--- src/rtl/piso_bit_streamer.sv ---
// piso_bit_streamer: parallel-in, serial-out bit streamer feeding the serial
// sequence detector. Words arrive over a valid/ready handshake and leave one
// bit per clock on x, with optional idle gap cycles between words and a
// wrapping count of fully shifted words.
module piso_bit_streamer #(
    parameter int WIDTH     = 8,
    parameter bit MSB_FIRST = 1'b1,
    parameter int GAP       = 0
) (
    input  logic             clk,
    input  logic             rst,
    input  logic [WIDTH-1:0] din,
    input  logic             din_valid,
    output logic             din_ready,
    output logic             x,
    output logic             x_valid,
    output logic             busy,
    output logic [15:0]      words_sent
);

    localparam int             IDX_W    = $clog2(WIDTH);
    localparam logic [IDX_W-1:0] LAST_IDX = IDX_W'(WIDTH - 1);
    localparam logic [3:0]     GAP_LAST = 4'((GAP == 0) ? 0 : GAP - 1);
    localparam bit             NO_GAP   = (GAP == 0);

    typedef enum logic [1:0] {
        S_IDLE,
        S_SHIFT,
        S_GAP
    } state_t;

    state_t             state;
    state_t             state_next;
    logic [WIDTH-1:0]   shreg;
    logic [IDX_W-1:0]   bit_idx;
    logic [3:0]         gap_cnt;

    logic               last_bit;
    logic               accept;
    logic               gap_done;
    logic               load_bit;
    logic [WIDTH-1:0]   load_rest;
    logic               next_bit;
    logic [WIDTH-1:0]   next_rest;

    // The final bit cycle of a word is the only place SHIFT can hand over.
    assign last_bit = (state == S_SHIFT) && (bit_idx == LAST_IDX);

    // Ready depends only on state and reset, never on x or x_valid.
    assign din_ready = rst && ((state == S_IDLE) || (last_bit && NO_GAP));

    assign accept   = din_valid && din_ready;
    assign gap_done = (state == S_GAP) && (gap_cnt == GAP_LAST);
    assign busy     = (state != S_IDLE);

    // Bit order selection: the first bit of a fresh word and the next bit of
    // the word in flight, plus the remaining shift register contents.
    always_comb begin
        load_bit  = din[0];
        load_rest = din >> 1;
        next_bit  = shreg[0];
        next_rest = shreg >> 1;
        if (MSB_FIRST) begin
            load_bit  = din[WIDTH-1];
            load_rest = din << 1;
            next_bit  = shreg[WIDTH-1];
            next_rest = shreg << 1;
        end
    end

    // State register.
    always_ff @(posedge clk or negedge rst) begin
        if (!rst) begin
            state <= S_IDLE;
        end else begin
            state <= state_next;
        end
    end

    // Next-state logic: a same-cycle reload on the last bit keeps the stream
    // contiguous when there is no gap.
    always_comb begin
        state_next = state;
        case (state)
            S_IDLE: begin
                if (accept) begin
                    state_next = S_SHIFT;
                end
            end
            S_SHIFT: begin
                if (last_bit) begin
                    if (accept) begin
                        state_next = S_SHIFT;
                    end else if (NO_GAP) begin
                        state_next = S_IDLE;
                    end else begin
                        state_next = S_GAP;
                    end
                end
            end
            S_GAP: begin
                if (gap_done) begin
                    state_next = S_IDLE;
                end
            end
            default: begin
                state_next = S_IDLE;
            end
        endcase
    end

    // Datapath: load presents the first bit immediately, each later edge
    // advances one bit, and the line drops to 0 once the word is done.
    always_ff @(posedge clk or negedge rst) begin
        if (!rst) begin
            shreg      <= '0;
            bit_idx    <= '0;
            gap_cnt    <= '0;
            x          <= 1'b0;
            x_valid    <= 1'b0;
            words_sent <= '0;
        end else begin
            if (accept) begin
                shreg   <= load_rest;
                bit_idx <= '0;
                x       <= load_bit;
                x_valid <= 1'b1;
            end else if ((state == S_SHIFT) && !last_bit) begin
                shreg   <= next_rest;
                bit_idx <= bit_idx + 1'b1;
                x       <= next_bit;
                x_valid <= 1'b1;
            end else if (last_bit) begin
                x       <= 1'b0;
                x_valid <= 1'b0;
            end

            if (last_bit) begin
                gap_cnt <= '0;
            end else if (state == S_GAP) begin
                gap_cnt <= gap_cnt + 1'b1;
            end

            if (last_bit) begin
                words_sent <= words_sent + 16'd1;
            end
        end
    end

endmodule

--- config.mk ---
export PLATFORM = sky130hd
export DESIGN_NAME = piso_bit_streamer
export DESIGN_NICKNAME = d
export VERILOG_FILES = /design/src/rtl/piso_bit_streamer.sv
export SDC_FILE = /design/constraint.sdc
export NUM_CORES = 1
export LEC_CHECK = 0
export ABC_AREA = 1
export BUFFER_PORTS_ARGS = -buffer_cell sky130_fd_sc_hd__buf_2
export CAP_MARGIN = 20
export CORE_MARGIN = 5
export CORE_UTILIZATION = 52
export CTS_CLUSTER_DIAMETER = 120
export DETAILED_ROUTE_END_ITERATION = 7
export PLACE_DENSITY = 0.77
export SLEW_MARGIN = 20
export SYNTH_ARGS = -nofsm -noshare
export SYNTH_HDL_FRONTEND = slang
export SYNTH_SLANG_ARGS = --single-unit
--- constraint.sdc ---
create_clock -name clk -period 2.17 [get_ports clk]
set_clock_uncertainty 0.2 [all_clocks]
set_input_delay 0.1085 -clock clk [delete_from_list [all_inputs] [get_ports clk]]
set_output_delay 0.1085 -clock clk [all_outputs]
set_load 0.1 [all_outputs]
# [Yosys cells after proc, flatten, opt, wreduce, memory -nomap -nowiden]
# Index checks and enable logic that the tools add are counted.
[word_totals] ff_bits=35 in_bits=11 output_inout_bits=20 elab_cells=46
[op_classes] addsub=3 eq_ne=6 n_mux=16 n_reduce_logical=14
[ops] op="adder 16 x 1 -> 16 bit, second input constant" n=1
[ops] op="two-way mux 8 bit" n=2
[ops] op="two-way mux 4 bit" n=2
[ops] op="two-way mux 1 bit" n=6
[ops] op="two-way mux 2 bit" n=3
[ops] op="two-way mux 3 bit" n=2
[ops] op="!= test 2 bit, second input constant" n=3
[ops] op="case mux 2 bit (3 select lines)" n=1
[ops] op="nonzero test 2 bit" n=3
[ops] op="logical AND 1 bit" n=5
[ops] op="adder 4 x 1 -> 4 bit, second input constant" n=1
[ops] op="zero test 4 bit" n=1
[ops] op="adder 3 x 1 -> 3 bit, second input constant" n=1
[ops] op="equality test 3 bit, second input constant" n=1
[ops] op="AND reduction 3 bit" n=1
[ops] op="nonzero test 3 bit" n=1
[ops] op="equality test 2 x 1 -> 1 bit, second input constant" n=1
[ops] op="equality test 2 bit, second input constant" n=1
[ops] op="zero test 2 bit" n=1
[ops] op="zero test 1 bit" n=1
[ops] op="logical OR 1 bit" n=1

# [Depth between registers and ports, before layout]
# Gate-level depths: netlist of the first run.
[depth] word_depth=8 mapped_depth=9 ltp_nobuf=9

# [Worst setup path before layout of the first run]
# No wires, ideal clock.
[synth_path] path_type="flip-flop to output port" start="reg state[0]" end="out din_ready" arrival_ns=2.428 required_time_ns=1.862 setup_slack_ns=-0.567 stages_incl_launch_ff=4 n_path_buf=0 cell_sequence="dfrtp_1 > nand2_2 > inv_1 > nor2_1"
[synth_between] elab_chain_len=4 word_cells_on_any_way=5 classes_between="eq/ne (1); reduce/logical (4)"
[synth_rtl] item="from (decl)" line_no="32" rtl="state_t state;"
[synth_rtl] item="from (signal assigned)" line_no="76" rtl="state <= state_next;"
[synth_rtl] item="equality test 2 x 1 -> 1 bit" line_no="47" rtl="assign last_bit = (state == S_SHIFT) && (bit_idx == LAST_IDX);"
[synth_rtl] item="logical AND 1 bit" line_no="47"
[synth_rtl] item="logical OR 1 bit (*)" line_no="50" rtl="assign din_ready = rst && ((state == S_IDLE) || (last_bit && NO_GAP));"
[synth_rtl] item="logical AND 1 bit (*)" line_no="50"
[synth_rtl] item="to (decl)" line_no="14" rtl="output logic din_ready,"
# Every way passes the cells marked *; elsewhere a longest branch is shown, timed or not.

# [Worst setup path in the final report of the first run]
[layout_path] start="reg bit_idx[0]" end="out din_ready"
[layout_between] elab_chain_len=4
[layout_rtl] item="from (decl)" line_no="35" rtl="logic [IDX_W-1:0] bit_idx;"
[layout_rtl] item="from (signal assigned)" line_no="130" rtl="bit_idx <= bit_idx + 1'b1;"
[layout_rtl] item="equality test 3 bit" line_no="47"
[layout_rtl] item="logical AND 1 bit" line_no="47"
[layout_rtl] item="logical OR 1 bit" line_no="50"
[layout_rtl] item="logical AND 1 bit" line_no="50"
# Every way passes these cells.

==> run summary, run 1 <==
leakage power - 0.000970 uW
vias per cell - 4.81
slowest stage delay, CP - 0.38 ns
Area Growth Syn to Fin - 27.7%
kind of critical path - flop to output port
synthesized net count - 181
Hold Vio Cnt, Final - 0
Clock Sinks - 29
status - completed
top-area cell type share of the netlist area - 52.5%
vias in the first global route - 1,240
uppermost layer routed - met4
Tcrit/Tclk final - 93.6%
CP cell instances - ha_1 > ha_1 > inv_1 > nand2_2 > clkinvlp_4 > nor2_4 > buf_6
wire per inst - 12.4 um
Sw Ratio - 49.6%
post-synth top area cell - dfrtp_1
Slew headroom - 67.5%
Least-Margin Pin Slew - 0.492 ns
Starting Density - 55.3%
met2 wire len - 1.52 mm
clock buffer depth - 2
global-route wire length before repair - 5.03 mm
Core ar. - 0.00250 sq mm
initial antenna violation count - 0
Fin Setup TNS - 0 ns
Min-Delay Path Class - input port to flop
Worst Path Required - 1.86 ns
Metal-1 WL - 1.30 mm
Cell Pwr Density - 1210 mW/mm^2
Layout Nets - 231
n_diodes - 0
synth cell count leaders - nand2_1, dfrtp_1, inv_1, nor2_1
setup violators final - 0
ys async rst share - 100%
post-synthesis cell count - 167
DRC - 0
total global routing overflow - 0
Gate power share - 47.4%
CTS buffer count - 5
Post-synth EDFFs - 0
Max-Cap Viols - 0
HPWL after DPL - 2.23 mm
routed vias - 1,188
Clk Latency, worst-skew pair - 0.33 ns
design area - 0.00177 sq mm
Slew Viols, Final - 0
DIE AREA - 0.00379 sq mm
synth top area cells - dfrtp_1, nand2_1, inv_1, xor2_1, nor2_1
Critical Path Most Common Cell - ha_1
Detail Route Antenna Nets - 0
PortBufs - 30
Seq pwr share - 37.0%
library cells used by synthesis - 16
total track usage - 18.5%
RSZ-0062 raised after global routing - false
Die Y - 61.6 um
most common cell in the netlist - nand2_1
Total Wirelength - 3.06 mm
largest net degree at the start of global routing - 26
CP Capture Type - output port
post-layout util - 70.6%
WL met3 - 185 um
RePlAce Congestion - 0.889
critical path arrival - 1.72 ns
sequential area share after synthesis - 52.5%
standard-cell rows - 18
Top-Level Pins - 31
Post-Syn Area - 0.00138 sq mm
Final min period - 2.03 ns
slowest CP cell - dfrtp_1
Post-synth top flop - dfrtp_1
Syn. warnings - 0
flops & latches, synth - 29
Mean Syn Cell Area - 8.28 sq um
Worst VDD drop - 0.00129 V
TritonRoute pass-1 iters - 4
CTS tree - yes
Pint - 1070 uW
placed cell area - 0.00159 sq mm
maximum clock rate - 492 MHz
Root Buffer - clkbuf_4
share of cells above drive strength 1 - 23.0%
H-tree depth - 2
Clock power frac - 15.6%
CP max FO - 6
clock transition at the registers of the reported paths - 0.08 ns
critical path launch point type - flop
width of the die - 61.6 um
Net Switching - 1060 uW
DR iter-0 viols - 61
-- flip-flops by register name (all words and copies together), names as in the netlist --
register	count
words_sent	16
x	1
bit_idx	3
state	1
shreg	7
x_valid	1
-- stage by stage --
stage | hold slack, ns | setup slack [ns] | power (uW) | std cells
after floorplan | -0.387 | 0.0642 | 1550 | 167
after global routing | 0.0396 | 0.0142 | 2260 | 247
after global placement | -0.257 | 0.396 | 1710 | 228
after detailed placement | -0.246 | 0.329 | 1740 | 228
after CTS | 0.00659 | 0.0471 | 2090 | 245
final | 0.0172 | 0.139 | 2130 | 247
-- placed cells by master (no fill, tap or decap) --
cell type       n
a21oi_1         1
a22oi_1         1
buf_2          29
buf_4           3
buf_6           1
clkbuf_1        1
clkbuf_4        5
clkbuf_8        1
clkinvlp_4      1
dfrtp_1        29
dlygate4sd3_1  10
ha_1            3
inv_1          24
inv_2           2
nand2_1        57
nand2_2         3
nand3_1         8
nand4_1         2
nor2_1         13
nor2_2          4
nor2_4          1
o211ai_1        6
o21ai_1         2
xnor2_1         2
xor2_1          8
-- metal layers --
layer,vias to the layer above,track usage (%)
li1,612,-
met1,538,19.9
met2,32,33.8
met3,6,5.87
met4,0,6.67
met5,-,0
-- logic make-up (layout without fill, tap and decap cells) --
logic type | Yosys count | count (layout) | share of synthesized area (%)
simple gates | 88 | 88 | 26.2
fa+ha+maj | 3 | 3 | 2.72
xor+xnor | 10 | 10 | 6.34
compound gates | 10 | 10 | 4.89
flops | 29 | 29 | 52.5
buf+inv | 27 | 77 | 7.33
-- path summary, 6_finish.rpt --
kind / startpoint / end / slack, ns / cells past startpoint
worst min register to register: shreg[1] / shreg[1] / 0.28 / 2
worst max register to register: bit_idx[0] / shreg[6] / 0.28 / 9
worst min-delay path: din_valid / x / 0.02 / 4
min in group asynchronous: rst / shreg[4] / 0.21 / 3
worst max-delay path: bit_idx[0] / din_ready / 0.14 / 7
max in group asynchronous: rst / shreg[1] / 0.98 / 3
-- timing repair --
item,in CTS,in global routing
setup endpoints to repair,1,1
resized for setup,1,2
hold buffers,10,0
buffers inserted,0,2
hold endpoints to repair,37,0
-- power by group through the flow --
| stage | clock network, uW | registers [uW] | logic, uW |
|---|---|---|---|
| 2_1_floorplan | 0 | 1190 | 359 |
| 5_1_grt | 361 | 806 | 1090 |
| 4_1_cts | 342 | 785 | 965 |
| 6_report | 333 | 787 | 1010 |
| 3_3_place_gp | 0 | 789 | 922 |
| 3_5_place_dp | 0 | 790 | 951 |
-- critical path: cells and delay by family (launching register included) --
kind | cells | cell delay, ns
DFF | 1 | 0.38
adders and majority gates | 2 | 0.33
and+or+nand+nor | 2 | 0.24
buffers and inverters | 3 | 0.44
-- area by class of cell --
cell class | count | area (sq um)
fill | 201 | 734
sequential | 29 | 726
multi-input combinational | 111 | 563
timing repair buffer | 43 | 279
inverter | 27 | 105
clock buffer | 7 | 55.1
tap | 30 | 37.5
Note: power is estimated with default switching activity, not from simulation.
==> run 2, diff against run 1 <==
- MAX_ROUTING_LAYER: unset -> met4
- RECOVER_POWER: unset -> 100
==> run 2 against run 1 <==
Against the previous run: register-to-register slack got worse by 0.04 ns; hold slack improved by 0.0017 ns; setup slack improved by 0.023 ns; critical path depth did not move; non-clock buffer count did not move; final cell count did not move; flip-flop and latch count did not move; combinational power barely moved; count of clock-buffer cells in the layout did not move; fmax rose by 1.2%; global-route usage rose by 0.58 points; routed wire length fell by 0.20%; critical path type unchanged; critical endpoint unchanged.
==> run summary, run 2 (synthesized netlist as in run 1, its figures left out) <==
status - completed
wire per inst - 12.3 um (-0.20%)
Top-Level Pins - 31 (unchanged)
TritonRoute pass-1 iters - 4 (unchanged)
RSZ-0062 raised after global routing - false
Post-Place Worst Slack - 0.329 ns (unchanged)
Total Wirelength - 3.05 mm (-0.20%)
Cell Pwr Density - 1210 mW/mm^2 (+0.55%)
DRC - 0 (unchanged)
critical path arrival - 1.70 ns (-0.02 ns)
vias in the first global route - 1,240 (unchanged)
routed vias - 1,194 (+0.51%)
commonest non-fill, non-tap cells in the layout - nand2_1, dfrtp_1, inv_1
Worst Path Required - 1.86 ns (about the same)
Core ar. - 0.00250 sq mm (unchanged)
Starting Density - 55.3% (unchanged)
Slew Viols, Final - 0 (unchanged)
Die Y - 61.6 um (unchanged)
maximum clock rate - 498 MHz (+1.2%)
Min-Delay Path Class - input port to flop
worst reg2reg setup slack - 0.24 ns (-0.04 ns)
Slew headroom - 11.2% (-56 points)
M3 GR Usage - 5.87% (unchanged)
largest net degree at the start of global routing - 26 (unchanged)
Detail Route Antenna Nets - 0 (unchanged)
DR iter-0 viols - 51 (-16%)
DIE AREA - 0.00379 sq mm (unchanged)
hold_sp - din_valid
Worst VDD drop - 0.00128 V (-0.79%)
H-tree depth - 2 (unchanged)
Worst Hold Endpoint - x
setup violators final - 0 (unchanged)
Max-Cap Viols - 0 (unchanged)
Final min period - 2.01 ns (-0.0235 ns)
CTS tree - yes
reg2reg start - bit_idx[0]
kind of critical path - flop to output port
RePlAce Congestion - 0.904 (+1.7%)
global route hottest layer - met2
vias per cell - 4.83 (+0.51%)
CP max FO - 6 (unchanged)
Area Growth Syn to Fin - 26.0%
Pwr Total - 2110 uW (-0.81%)
met1 usage - 19.9% (unchanged)
CP Capture Type - output port
Hold Vio Cnt, Final - 0 (unchanged)
Reg2Reg Capture Point - shreg[6]
leakage power - 0.000945 uW (-2.5%)
Fin Setup TNS - 0 ns (unchanged)
Largest register FFs - 16 (unchanged)
standard-cell rows - 18 (unchanged)
Clk Latency, worst-skew pair - 0.33 ns (about the same)
share of cells above drive strength 1 - 17.1% (-6.0 points)
Most flops, register - words_sent
initial antenna violation count - 0 (unchanged)
width of the die - 61.6 um (unchanged)
CTS buffer count - 5 (unchanged)
critical path launch point type - flop
total global routing overflow - 0 (unchanged)
HPWL after DPL - 2.23 mm (unchanged)
Tcrit/Tclk final - 92.5% (-1.1 points)
Largest regs - words_sent (16), shreg (7), bit_idx (3)
most common library cell in the layout ignoring fill and taps - nand2_1
total track usage - 19.1% (+0.58 points)
PortBufs - 30 (unchanged)
Least-Margin Pin Slew - 1.33 ns (+0.840 ns)
Clock Sinks - 29 (unchanged)
Layout Nets - 231 (unchanged)
clock transition at the registers of the reported paths - 0.08 ns (about the same)
Worst Hold Depth - 4 (unchanged)
global-route wire length before repair - 5.03 mm (unchanged)
n_diodes - 0 (unchanged)
clock buffer depth - 2 (unchanged)
Root Buffer - clkbuf_4
r2r worst-path depth - 9 (unchanged)
M2 GR Usage - 33.8% (unchanged)
post-route setup slack - 0.162 ns (+0.0235 ns)
-- run 2: where the power goes --
part           leakage [uW]  internal, uW  switching, uW
clock             0.0000314           153            178
combinational      0.000534           229            766
sequential         0.000379           682            105
-- run 2: metrics by stage --
stage	std cells	cell area, sq um	util [%]	hold WS, ns
after floorplan	167	1390	-	-0.387
after global placement	228	1590	63.4	-0.257
after detailed placement	228	1590	63.4	-0.246
after CTS	245	1740	69.7	0.00659
after global routing	247	1740	69.7	0.0399
final	247	1740	69.7	0.0190
-- run 2: area by class of cell --
class | count | area, sq um
Clock buffer | 7 | 55.1
Tap cell | 30 | 37.5
Timing Repair Buffer | 43 | 270
Inverter | 27 | 105
Multi-Input combinational cell | 111 | 548
Sequential cell | 29 | 726
Fill cell | 208 | 758
-- run 2: worst max-delay path by stage --
stage | start | endpoint | slack, ns | depth (start not counted)
after floorplan | words_sent[0] | words_sent[14] | 0.06 | 8
after global placement | bit_idx[0] | din_ready | 0.40 | 7
after detailed placement | bit_idx[0] | shreg[6] | 0.33 | 9
after CTS | bit_idx[0] | din_ready | 0.05 | 7
after global routing | rst | shreg[5] | 0.04 | 3
final | bit_idx[0] | din_ready | 0.16 | 7
-- run 2: per-layer routing --
| layer | wire (um) | share of wire [%] | up-vias |
|---|---|---|---|
| met5 | 0 | 0 | - |
| met4 | 50 | 1.6 | 0 |
| met3 | 179 | 5.9 | 6 |
| met2 | 1530 | 50 | 31 |
| met1 | 1290 | 42 | 544 |
| li1 | - | - | 613 |
-- run 2: critical path, cell delays in order (launching register included) --
cell,delay [ns]
dfrtp_1,0.38
ha_1,0.16
ha_1,0.16
inv_1,0.06
nand2_2,0.13
clkinvlp_4,0.16
nor2_4,0.10
buf_6,0.22
-- run 2: timing repair --
action	CTS	global route
resized for setup	1	2
hold buffers	10	0
setup endpoints to repair	1	1
endpoints found under the hold margin	37	0
buffers inserted	0	2
gates cloned	0	0
==> run 3, diff against run 2 <==
- PLACE_DENSITY: 0.77 -> 0.79
==> run 3 against run 2 <==
Against the previous run: register-to-register slack improved by 0.02 ns; global-route usage rose by 0.76 points; final area rose by 1.2%; highest routed layer unchanged; sequential share of layout area fell by 0.50 points; critical path depth fell by 1; largest power group unchanged; via count rose by 4.3%; critical path type is now input port to output port; hold slack improved by 0.27 ns; clock power fell by 4%.
==> run summary, run 3 (synthesized netlist as in run 1, its figures left out) <==
status - completed
maximum clock rate - 478 MHz (-4.0%)
Critical path origin - rst
CTS tree - yes
width of the die - 61.6 um (unchanged)
CP endpoint - din_ready
Reg2Reg Capture Point - shreg[6]
critical path launch point type - input port
H-tree depth - 2 (unchanged)
n_diodes - 0 (unchanged)
routed vias - 1,245 (+4.3%)
Tcrit/Tclk final - 96.3% (+3.8 points)
Detail Route Antenna Nets - 0 (unchanged)
area of the multi-input gates - 551 sq um (+0.46%)
commonest non-fill, non-tap cells in the layout - nand2_1, dfrtp_1, inv_1
CP max FO - 6 (unchanged)
Largest regs - words_sent (16), shreg (7), bit_idx (3)
initial antenna violation count - 0 (unchanged)
Worst VDD drop - 0.00119 V (-6.9%)
Top-Level Pins - 31 (unchanged)
Final min period - 2.09 ns (+0.0828 ns)
Clock Sinks - 29 (unchanged)
CP Capture Type - output port
Cell Pwr Density - 1190 mW/mm^2 (-1.7%)
Die Y - 61.6 um (unchanged)
share of cells above drive strength 1 - 18.6% (+1.6 points)
critical path arrival - 1.78 ns (+0.08 ns)
Clock power frac - 15.1% (-0.6 points)
Sw Ratio - 50.7% (+1.0 points)
HPWL after DPL - 2.19 mm (-1.7%)
Fin Setup TNS - 0 ns (unchanged)
worst reg2reg setup slack - 0.26 ns (+0.02 ns)
CTS buffer count - 5 (unchanged)
leakage power - 0.000959 uW (+1.5%)
Area Growth Syn to Fin - 27.5%
RSZ-0062 raised after global routing - false
Least-Margin Pin Slew - 1.16 ns (-0.168 ns)
Root Buffer - clkbuf_4
total track usage - 19.9% (+0.76 points)
DRC - 0 (unchanged)
Max-Cap Viols - 0 (unchanged)
reg2reg start - bit_idx[0]
global-route wire length before repair - 5.28 mm (+4.9%)
TritonRoute pass-1 iters - 4 (unchanged)
Register Area - 726 sq um (unchanged)
Pwr Total - 2100 uW (-0.53%)
vias in the first global route - 1,293 (+4.3%)
kind of critical path - input port to output port
DIE AREA - 0.00379 sq mm (unchanged)
post-route setup slack - 0.0793 ns (-0.0828 ns)
Slew headroom - 22.7% (+12 points)
Total Wirelength - 3.09 mm (+1.3%)
largest net degree at the start of global routing - 18 (-31%)
clock buffer depth - 2 (unchanged)
RePlAce Congestion - 0.876 (-3.1%)
filler instances - 195 (-6.3%)
clock transition at the registers of the reported paths - 0.08 ns (about the same)
Clk Latency, worst-skew pair - 0.34 ns (about the same)
Seq pwr share - 37.5% (+0.3 points)
Pint - 1040 uW (-2.5%)
Post-Place Worst Slack - 0.352 ns (+0.0230 ns)
Worst Path Required - 1.86 ns (about the same)
Core ar. - 0.00250 sq mm (unchanged)
Gate power share - 47.3% (+0.2 points)
Largest register FFs - 16 (unchanged)
Starting Density - 55.3% (unchanged)
Hold Vio Cnt, Final - 0 (unchanged)
DR iter-0 viols - 43 (-16%)
most common library cell in the layout ignoring fill and taps - nand2_1
wire per inst - 12.4 um (about the same)
Net Switching - 1060 uW (+1.5%)
Most flops, register - words_sent
Fin Hold WS - 0.291 ns (+0.272 ns)
Layout Nets - 233 (+0.87%)
Slew Viols, Final - 0 (unchanged)
PortBufs - 30 (unchanged)
post-layout util - 70.5% (+0.85 points)
setup violators final - 0 (unchanged)
r2r worst-path depth - 9 (unchanged)
total global routing overflow - 0 (unchanged)
vias per cell - 4.98 (+3.0%)
standard-cell rows - 18 (unchanged)
Min-Delay Path Class - flop to flop
==> run 3: metrics by stage <==
stage / instance area (sq um) / cells
floorplan: 1390 / 167
global placement: 1590 / 228
detailed placement: 1590 / 228
CTS: 1760 / 248
global route: 1760 / 250
finish: 1760 / 250
==> run 3: worst min-delay path by stage <==
stage	from	endpoint	cells after the start	slack, ns
2_1_floorplan	rst	bit_idx[0]	0	-0.39
3_3_place_gp	rst	shreg[6]	1	-0.18
3_5_place_dp	rst	words_sent[13]	1	-0.18
4_1_cts	bit_idx[0]	bit_idx[0]	1	0.29
5_1_grt	din[0]	shreg[1]	4	0.33
6_report	x_valid	x_valid	2	0.29
==> run 3: cell type report <==
cell class                      instances  share of cell area (%)
Sequential cell                        29                    41.2
Multi-Input combinational cell        111                    31.2
Timing Repair Buffer                   45                    16.6
Inverter                               27                    5.96
Clock buffer                            6                    2.34
Tap cell                               30                    2.13
Clock inverter                          2                   0.568
==> run 3: repair_timing <==
action,CTS,global route
gates resized for setup,1,2
endpoints found under the setup margin,1,1
hold buffers,12,0
setup buffers,0,2
hold endpoints to repair,38,0
pin swaps,0,0
gates cloned,0,0
==> run 3: metal layers <==
metal | up-vias | global-route usage (%) | routed length, um
met3 | 9 | 3.77 | 155
met1 | 582 | 20.3 | 1250
met4 | 0 | 10.6 | 82
li1 | 617 | - | -
met5 | - | - | 0
met2 | 37 | 35.4 | 1610
==> run 3: worst max-delay path, stage by stage <==
cell	delay, ns
dlygate4sd3_1	0.52
dlygate4sd3_1	0.54
buf_2	0.19
inv_1	0.09
nor2_4	0.11
buf_6	0.22
==> run 3: power by group through the flow <==
| stage | combinational, uW | sequential (uW) | clock [uW] |
|---|---|---|---|
| 6_report | 995 | 789 | 318 |
| 5_1_grt | 1080 | 808 | 344 |
| 4_1_cts | 960 | 785 | 325 |
| 3_5_place_dp | 938 | 793 | 0 |
| 3_3_place_gp | 924 | 788 | 0 |
| 2_1_floorplan | 359 | 1190 | 0 |
